==> src/rtl/store_bin.sv <==
// store_bin: write-back of one SAT-engine bin into the global BRAMs.
//
// On start_store (IDLE only) the engine's per-bin var/lvl states and the
// bin's level window are snapshotted. The FSM then walks the vars-bin RAM
// (STORE_V), and one cycle later (1-cycle RAM latency) writes each var
// state to the var-state RAM at the fetched global var id. It then writes
// the bin's lvl states to the lvl-state RAM starting at base_lvl (STORE_L),
// and pulses done_store (DONE).
//
// Ports:
//   clk, rst            clock, synchronous active-low reset
//   start_store         one-cycle request, honoured only in IDLE
//   bin_num_i           bin number (1-based; 0 = nothing to store)
//   var_states_i        packed engine var states, slot 0 in the LSBs
//   lvl_states_i        packed engine lvl states, slot 0 in the LSBs
//   base_lvl_i          first global level owned by the bin
//   cur_lvl_i           highest level reached in the bin
//   apply_store_o       high while busy; selects this block on the BRAM muxes
//   done_store          one-cycle completion pulse
//   ram_addr_v_o        vars-bin RAM read address
//   ram_data_v_i        vars-bin RAM read data (global var id)
//   ram_*_vs_o          var-state RAM write port
//   ram_*_ls_o          lvl-state RAM write port
module store_bin #(
  parameter int NUM_VARS_A_BIN        = 8,
  parameter int NUM_LVLS_A_BIN        = 8,
  parameter int WIDTH_VAR             = 12,
  parameter int WIDTH_LVL             = 16,
  parameter int WIDTH_BIN_ID          = 10,
  parameter int WIDTH_VAR_STATES      = 19,
  parameter int WIDTH_LVL_STATES      = 11,
  parameter int ADDR_WIDTH_VAR        = 9,
  parameter int ADDR_WIDTH_VAR_STATES = 9,
  parameter int ADDR_WIDTH_LVL_STATES = 9
) (
  input  logic                                       clk,
  input  logic                                       rst,
  input  logic                                       start_store,
  input  logic [WIDTH_BIN_ID-1:0]                    bin_num_i,
  output logic                                       apply_store_o,
  output logic                                       done_store,
  input  logic [WIDTH_VAR_STATES*NUM_VARS_A_BIN-1:0] var_states_i,
  input  logic [WIDTH_LVL_STATES*NUM_LVLS_A_BIN-1:0] lvl_states_i,
  input  logic [WIDTH_LVL-1:0]                       base_lvl_i,
  input  logic [WIDTH_LVL-1:0]                       cur_lvl_i,
  output logic [ADDR_WIDTH_VAR-1:0]                  ram_addr_v_o,
  input  logic [WIDTH_VAR-1:0]                       ram_data_v_i,
  output logic                                       ram_we_vs_o,
  output logic [ADDR_WIDTH_VAR_STATES-1:0]           ram_addr_vs_o,
  output logic [WIDTH_VAR_STATES-1:0]                ram_data_vs_o,
  output logic                                       ram_we_ls_o,
  output logic [ADDR_WIDTH_LVL_STATES-1:0]           ram_addr_ls_o,
  output logic [WIDTH_LVL_STATES-1:0]                ram_data_ls_o
);

  localparam int KW  = (NUM_VARS_A_BIN > 1) ? $clog2(NUM_VARS_A_BIN) : 1;
  localparam int JW  = (NUM_LVLS_A_BIN > 1) ? $clog2(NUM_LVLS_A_BIN) : 1;
  localparam int NLW = WIDTH_LVL + 1;

  localparam logic [1:0] S_IDLE    = 2'd0;
  localparam logic [1:0] S_STORE_V = 2'd1;
  localparam logic [1:0] S_STORE_L = 2'd2;
  localparam logic [1:0] S_DONE    = 2'd3;

  logic [1:0]                                 state_q, state_d;
  logic [KW-1:0]                              k_q, k_d;
  logic [JW-1:0]                              j_q, j_d;
  logic                                       rd_valid_q, rd_valid_d;
  logic [KW-1:0]                              rd_idx_q, rd_idx_d;
  logic [WIDTH_VAR_STATES*NUM_VARS_A_BIN-1:0] var_snap_q, var_snap_d;
  logic [WIDTH_LVL_STATES*NUM_LVLS_A_BIN-1:0] lvl_snap_q, lvl_snap_d;
  logic [WIDTH_LVL-1:0]                       base_q, base_d;
  logic [WIDTH_LVL-1:0]                       cur_q, cur_d;
  logic [ADDR_WIDTH_VAR-1:0]                  vbase_q, vbase_d;

  logic [ADDR_WIDTH_VAR-1:0]                  vbase_s;
  logic [NLW-1:0]                             span_s;
  logic [NLW-1:0]                             nl_s;

  // First vars-bin address of the bin: bins are 1-based, slot 0 of the RAM is unused.
  assign vbase_s = ADDR_WIDTH_VAR'((32'(bin_num_i) - 32'd1) * 32'(NUM_VARS_A_BIN) + 32'd1);

  // Number of live levels in the bin, clamped to the slot count; extra bit avoids wrap.
  always_comb begin
    span_s = {1'b0, cur_q} - {1'b0, base_q} + NLW'(1);
    if (cur_q < base_q) begin
      nl_s = '0;
    end else if (span_s > NLW'(NUM_LVLS_A_BIN)) begin
      nl_s = NLW'(NUM_LVLS_A_BIN);
    end else begin
      nl_s = span_s;
    end
  end

  // FSM next-state, counters, snapshot capture and read pipeline.
  always_comb begin
    state_d    = state_q;
    k_d        = k_q;
    j_d        = j_q;
    rd_valid_d = 1'b0;
    rd_idx_d   = rd_idx_q;
    var_snap_d = var_snap_q;
    lvl_snap_d = lvl_snap_q;
    base_d     = base_q;
    cur_d      = cur_q;
    vbase_d    = vbase_q;
    case (state_q)
      S_IDLE: begin
        if (start_store) begin
          var_snap_d = var_states_i;
          lvl_snap_d = lvl_states_i;
          base_d     = base_lvl_i;
          cur_d      = cur_lvl_i;
          vbase_d    = vbase_s;
          k_d        = '0;
          j_d        = '0;
          state_d    = (bin_num_i == '0) ? S_DONE : S_STORE_V;
        end else begin
          state_d = S_IDLE;
        end
      end
      S_STORE_V: begin
        // Tag the read issued this cycle; its data arrives next cycle.
        rd_valid_d = 1'b1;
        rd_idx_d   = k_q;
        if (k_q == KW'(NUM_VARS_A_BIN - 1)) begin
          k_d     = '0;
          state_d = S_STORE_L;
        end else begin
          k_d = k_q + KW'(1);
        end
      end
      S_STORE_L: begin
        if (j_q == JW'(NUM_LVLS_A_BIN - 1)) begin
          j_d     = '0;
          state_d = S_DONE;
        end else begin
          j_d = j_q + JW'(1);
        end
      end
      S_DONE: begin
        state_d = S_IDLE;
      end
      default: begin
        state_d = S_IDLE;
      end
    endcase
  end

  // State registers with synchronous active-low reset.
  always_ff @(posedge clk) begin
    if (!rst) begin
      state_q    <= S_IDLE;
      k_q        <= '0;
      j_q        <= '0;
      rd_valid_q <= 1'b0;
      rd_idx_q   <= '0;
      var_snap_q <= '0;
      lvl_snap_q <= '0;
      base_q     <= '0;
      cur_q      <= '0;
      vbase_q    <= '0;
    end else begin
      state_q    <= state_d;
      k_q        <= k_d;
      j_q        <= j_d;
      rd_valid_q <= rd_valid_d;
      rd_idx_q   <= rd_idx_d;
      var_snap_q <= var_snap_d;
      lvl_snap_q <= lvl_snap_d;
      base_q     <= base_d;
      cur_q      <= cur_d;
      vbase_q    <= vbase_d;
    end
  end

  // Output decode; address/data are forced to 0 whenever the matching write enable is low.
  always_comb begin
    apply_store_o = (state_q != S_IDLE);
    done_store    = (state_q == S_DONE);
    ram_addr_v_o  = '0;
    ram_we_vs_o   = 1'b0;
    ram_addr_vs_o = '0;
    ram_data_vs_o = '0;
    ram_we_ls_o   = 1'b0;
    ram_addr_ls_o = '0;
    ram_data_ls_o = '0;
    if (state_q == S_STORE_V) begin
      ram_addr_v_o = vbase_q + ADDR_WIDTH_VAR'(k_q);
    end else begin
      ram_addr_v_o = '0;
    end
    // A zero var id marks an empty slot in the vars-bin RAM.
    if (rd_valid_q && (ram_data_v_i != '0)) begin
      ram_we_vs_o   = 1'b1;
      ram_addr_vs_o = ram_data_v_i[ADDR_WIDTH_VAR_STATES-1:0];
      ram_data_vs_o = var_snap_q[int'(rd_idx_q)*WIDTH_VAR_STATES +: WIDTH_VAR_STATES];
    end else begin
      ram_we_vs_o = 1'b0;
    end
    if ((state_q == S_STORE_L) && (NLW'(j_q) < nl_s)) begin
      ram_we_ls_o   = 1'b1;
      ram_addr_ls_o = ADDR_WIDTH_LVL_STATES'(base_q + WIDTH_LVL'(j_q));
      ram_data_ls_o = lvl_snap_q[int'(j_q)*WIDTH_LVL_STATES +: WIDTH_LVL_STATES];
    end else begin
      ram_we_ls_o = 1'b0;
    end
  end

endmodule

==> config.mk <==
export PLATFORM = sky130hd
export DESIGN_NAME = store_bin
export DESIGN_NICKNAME = d
export VERILOG_FILES = /design/src/rtl/store_bin.sv
export SDC_FILE = /design/constraint.sdc
export NUM_CORES = 1
export LEC_CHECK = 0
export ABC_AREA = 1
export CORE_MARGIN = 3
export CORE_UTILIZATION = 45
export CTS_CLUSTER_SIZE = 25
export DETAILED_ROUTE_END_ITERATION = 10
export PLACE_DENSITY_LB_ADDON = 0.25
export SLEW_MARGIN = 15
export SYNTH_ARGS = -nofsm -noshare
export SYNTH_HDL_FRONTEND = slang
export SYNTH_SLANG_ARGS = --single-unit
==> constraint.sdc <==
create_clock -name clk -period 3.6 [get_ports clk]
set_input_delay 0.72 -clock clk [delete_from_list [all_inputs] [get_ports clk]]
set_output_delay 0.72 -clock clk [all_outputs]
set_load 0.01 [all_outputs]
Yosys cells after proc, flatten, opt, wreduce, memory -nomap -nowiden
Cells that the tools add are included.
- shift-type cells: 2
- magnitude comparators: 3
- reduce and logical (&&, ||, !) cells: 12
- $add $sub $neg: 8
- muxes and demuxes: 20
- eq/ne operators: 8
- multipliers: 2
- operators by type and width (cell ; count):
    $shiftx 152x9->19 ; 1
    $shiftx 88x8->11 ; 1
    $mux 17 ; 2
    $mux 9 ; 3
    $mux 19 ; 1
    $add 9x3->9 ; 2
    $add 17x1->17 const B ; 1
    $gt 17x4->1 const B ; 1
    $lt 3x17->1 ; 1
    $sub 16x16->17 ; 1
    $lt 16x16->1 ; 1
    $pmux 3 s2 ; 2
    $reduce_bool 12->1 ; 1
    $mux 11 ; 1
    $logic_not 10->1 ; 1
    $add 9x2->9 const B ; 1
    $mux 3 ; 3
    $mul 3x5->8 const B ; 1
    $mux 2 ; 4
    $pmux 2 s4 ; 1
    $reduce_and 2->1 ; 4
    $mul 3x4->7 const B ; 1
    $add 3x1->3 const B ; 2
    $eq 3x3->1 const B ; 2
    other kinds (8) ; 16
- output and inout bits: 61
- logic and storage cells: 65
- bits of input ports: 297
- bits in registers: 293

Logic depth before layout (Yosys ltp)
- depth after elaboration: 8
- gate-level depth with buffers: 25
- gate-level depth less buffers: 24

Worst setup path before layout
Ideal clock, no wire load.
- kind: reg2out
- start: register base_q[1]
- end: output ram_data_ls_o[0]
- buffers on the path: 1
- slack: -319 ps
- cell stages (with the launch flop): 23
- data arrival time: 3199 ps
- data required time: 2880 ps
- path through: dfxtp_1 inv_1 ha_1 inv_1 ha_1 fa_1 nand2_1 nand2_1 nand3_1 nand2_1 nand2_1 nand2_1 nand2_1 nand3_1 nor4_1 nand3_1 ha_1 a21oi_1 nand2_1 nand2_1 nand2_2 buf_6 nor2_1
- cells in the longest elaborated chain, start to end: 8
- elaborated cells on any way between the ends: 9
- those cells by class: 2 x add/sub; 3 x order compare; 3 x mux; 1 x reduce/logical
- ends and longest elaborated chain (item ; line ; source):
    from (decl) ; 72 ; logic [WIDTH_LVL-1:0] base_q, base_d;
    from (signal assigned) ; 171 ; base_q <= base_d;
    $sub 16x16->17 ; 85 ; span_s = {1'b0, cur_q} - {1'b0, base_q} + NLW'(1);
    $add 17x1->17 ; 85 ;
    $gt 17x4->1 ; 88 ; end else if (span_s > NLW'(NUM_LVLS_A_BIN)) begin
    $mux 17 ; 88 ;
    $mux 17 * ; 86 ; if (cur_q < base_q) begin
    $lt 3x17->1 * ; 201 ; if ((state_q == S_STORE_L) && (NLW'(j_q) < nl_s)) begin
    $logic_and 1x1->1 * ; 201 ;
    $mux 11 * ; 201 ;
    to (decl) ; 53 ; output logic [WIDTH_LVL_STATES-1:0] ram_data_ls_o
Every way passes the cells marked *; elsewhere a longest branch is shown, timed or not.

Final worst setup path
- start: register base_q[1]
- end: output ram_data_ls_o[7]
The elaborated chain is that of the path after synthesis.

==> summary.md <==
| Metric | Value |
|---|---|
| Clock Root Buffer | clkbuf_16 |
| Setup CP Type | flop to primary output |
| Worst Setup End Kind | primary output |
| Synthesized flop and latch total | 291 |
| Clock Tree Buf Depth | 3 |
| Share of cells above drive strength 1 | 9.705% |
| Syn. warnings | 0 |
| Startpoint Class | flop |
| Peak fanout along the critical path | 8 |
| Vias/cell | 5.364 |
| Final min period | 4589 ps |
| TNS Setup | -20,400 ps |
| Worst EP required | 2880 ps |
| DR WL/cell | 16.85 um |
| Initial DRC count | 1,154 |
| Die width | 183.8 um |
| Residual DRC | 0 |
| Fin area | 19,850 um^2 |
| Rows | 64 |
| Global route total overflow | 0 |
| Initial Utilization | 46.03% |
| Top cell family by delay on the critical path | simple AND/OR/NAND/NOR gates |
| Ports | 358 |
| CP max stage delay | 360 ps |
| Setup-failing EPs final | 21 |
| Cell Area, Synth | 14,230 um^2 |
| Final period utilization | 127.5% |
| Syn nets | 2,437 |
| Post-Place Worst Slack | -858.0 ps |
| CP max-delay cell | fa_2 |
| Via count | 15,240 |
| DP Area | 18,610 um^2 |
| Post-route setup slack | -988.8 ps |
| Fmax | 0.2179 GHz |
| Drt first pass iters | 5 |
| Worst-Margin Slew | 1051 ps |
| Max-cap violation count | 0 |
| Filler cells | 2,689 |
| Vias in the first global route | 14,360 |
| Hold Path Class | flop to flop |
| Yosys cell types | 33 |
| Synth Instances | 2,082 |
| CTS buffer count | 34 |
| Placer Congestion | 0.9041 |
| RSZ-0062 raised after global routing | yes |
| Worst EP arrival | 3870 ps |
| CTS Hold Bufs | 0 |
| Final hold vios | 0 |
| Worst slew margin | 29.83% |
| Clock-pin slew on the worst setup and hold paths | 60 ps |
| Leak | 8.359 nW |
| Core area | 30,910 um^2 |
| Pwr dens | 743.4 nW/um^2 |
| Largest net degree at the start of global routing | 125 |
| H-Tree Depth | 2 |
| CTS tree | yes |
| Status | complete, but fails checks |
| Port Buffers | 357 |
| Clk_lat worst skew | 510 ps |
| Most used cell, CP | nand2_1 |
| Slew Limit Fails | 0 |
| Global-route usage over all layers | 27.05% |
| Peak supply drop | 0.3614 mV |
| Hold WS | 475.0 ps |
| Clk_skew | 20.93 ps |
| Nets | 2,778 |
| Initial antenna violation count | 3 |
| Total Routed Length | 47.84 mm |
| Post-route antenna net violation count | 0 |
| Dpl hpwl | 34.35 mm |
| Failing checks | setup timing |
| Avg Inst Size Synth | 6.834 um^2 |
| Area growth, synth to finish | 39.53% |
| Worst path bufs/invs | 5 |
| Full die area | 33,790 um^2 |
| Total power | 0.01476 W |
| Sinks on the clock net | 291 |
| First-pass GRT wire length | 73.92 mm |
| Die span in y | 183.8 um |
| Post-synthesis sequential area ratio | 40.95% |
[worst register-to-register path: stages, from the launching register on]
cell and delay (ps):
dfxtp_1 390, inv_1 90, ha_1 240, nand2_4 140, buf_4 740, o21ai_0 330, nor2_1 150
[layout make-up]
type | instances | area, um^2 | share of cell area, %
Tap cell | 396 | 495.5 | 2.496
Clock buffer | 50 | 980.9 | 4.941
Timing Repair Buffer | 446 | 4339 | 21.86
Inverter | 124 | 476.7 | 2.401
Sequential cell | 291 | 5832 | 29.38
Clock inverter | 5 | 51.30 | 0.2584
Antenna cell | 2 | 5.005 | 0.02521
Multi-Input combinational cell | 1526 | 7671 | 38.64
[per-layer routing]
layer  vias to the layer above  global-route usage, %  wire length, um
li1                       7490                      -                -
met1                      7005                  36.40            20410
met2                       643                  44.84            22380
met3                        95                  4.294             3699
met4                         2                  8.558             1337
met5                         -                      0               11
[cells in the mapped netlist]
cell type / n / area share [%]
a211oi_1: 20 / 1.1
a21o_1: 1 / 0.053
a21oi_1: 75 / 2.6
a31oi_1: 3 / 0.13
a32o_1: 19 / 1.3
and2_1: 3 / 0.13
buf_1: 7 / 0.18
buf_2: 13 / 0.46
buf_6: 2 / 0.16
clkbuf_1: 119 / 3.1
clkinv_1: 2 / 0.053
dfxtp_1: 291 / 41
fa_1: 9 / 1.3
ha_1: 49 / 4.3
inv_1: 121 / 3.2
inv_2: 1 / 0.026
nand2_1: 182 / 4.8
nand2_2: 2 / 0.088
nand3_1: 37 / 1.3
nand4_1: 5 / 0.22
nor2_1: 667 / 18
nor2_2: 2 / 0.088
nor3_1: 5 / 0.18
nor3b_1: 1 / 0.053
nor4_1: 5 / 0.22
o211ai_1: 1 / 0.053
o21ai_0: 387 / 14
o221ai_1: 11 / 0.68
o22ai_1: 30 / 1.3
or2_2: 1 / 0.044
or4_1: 1 / 0.053
xnor2_1: 2 / 0.12
xor2_1: 8 / 0.49
[report_power, final]
part	switching (W)	leakage, nW	internal [W]	total, W
registers	0.000527	2.41	0.00417	0.00469
logic	0.00408	5.44	0.00277	0.00685
clock network	0.00133	0.508	0.00189	0.00322
[cell families (layout without fill, tap and decap cells)]
logic type,after synthesis,count (layout),synth area share (%)
simple gates,911,911,24.77
compound gates,547,547,20.88
flops,291,291,40.95
buf+inv,265,625,7.211
fa+ha+maj,58,58,5.576
xor+xnor,10,10,0.6156
other cells,0,2,0
[final timing paths]
check / from / to / slack, ps / cells past startpoint
worst max register to register: state_q[0] / var_snap_q[7] / 1450 / 6
worst min register to register: base_q[12] / base_q[12] / 470 / 2
worst max-delay path: base_q[1] / ram_data_ls_o[7] / -990 / 25
worst min-delay path: base_q[12] / base_q[12] / 470 / 2
[state kept, by name, summed over array words and instances (netlist names)]
signal,flops
rd_valid_q,1
k_q,3
rd_idx_q,3
base_q,16
state_q,2
j_q,3
vbase_q,7
cur_q,16
var_snap_q,152
lvl_snap_q,88
[per-stage QoR]
stage          cells  utilization [%]
5_1_grt         2840            64.22
3_3_place_gp    2776            60.19
3_5_place_dp    2776            60.19
4_1_cts         2836            63.86
6_report        2840            64.22
2_1_floorplan   2082                -
[cells in the final DEF (no fill, tap or decap), types with 4 or more instances in the layout]
| cell | n |
|---|---|
| nor2_1 | 646 |
| o21ai_0 | 387 |
| clkdlybuf4s50_1 | 334 |
| dfxtp_1 | 286 |
| nand2_1 | 169 |
| inv_1 | 109 |
| buf_4 | 78 |
| a21oi_1 | 72 |
| ha_1 | 40 |
| nand3_1 | 34 |
| clkbuf_16 | 34 |
| o22ai_1 | 30 |
| a32o_1 | 19 |
| a211oi_1 | 19 |
| nor2_2 | 13 |
| nand2_2 | 13 |
| buf_6 | 12 |
| o221ai_1 | 11 |
| buf_2 | 11 |
| inv_2 | 10 |
| nor2_4 | 10 |
| clkbuf_1 | 9 |
| buf_12 | 9 |
| xor2_1 | 8 |
| clkbuf_8 | 7 |
| ha_4 | 6 |
| nand4_1 | 5 |
| fa_1 | 5 |
| dfxtp_2 | 5 |
| nor3_1 | 4 |
| clkinv_2 | 4 |
| fa_2 | 4 |
[timing repair]
item / 4_1_cts / 5_1_grt
cloned: 1 / 0
buffers inserted: 4 / 2
pin swaps: 19 / 19
endpoints found under the setup margin: 22 / 26
gates resized for setup: 118 / 26
Note: power is estimated with default switching activity, not from simulation.
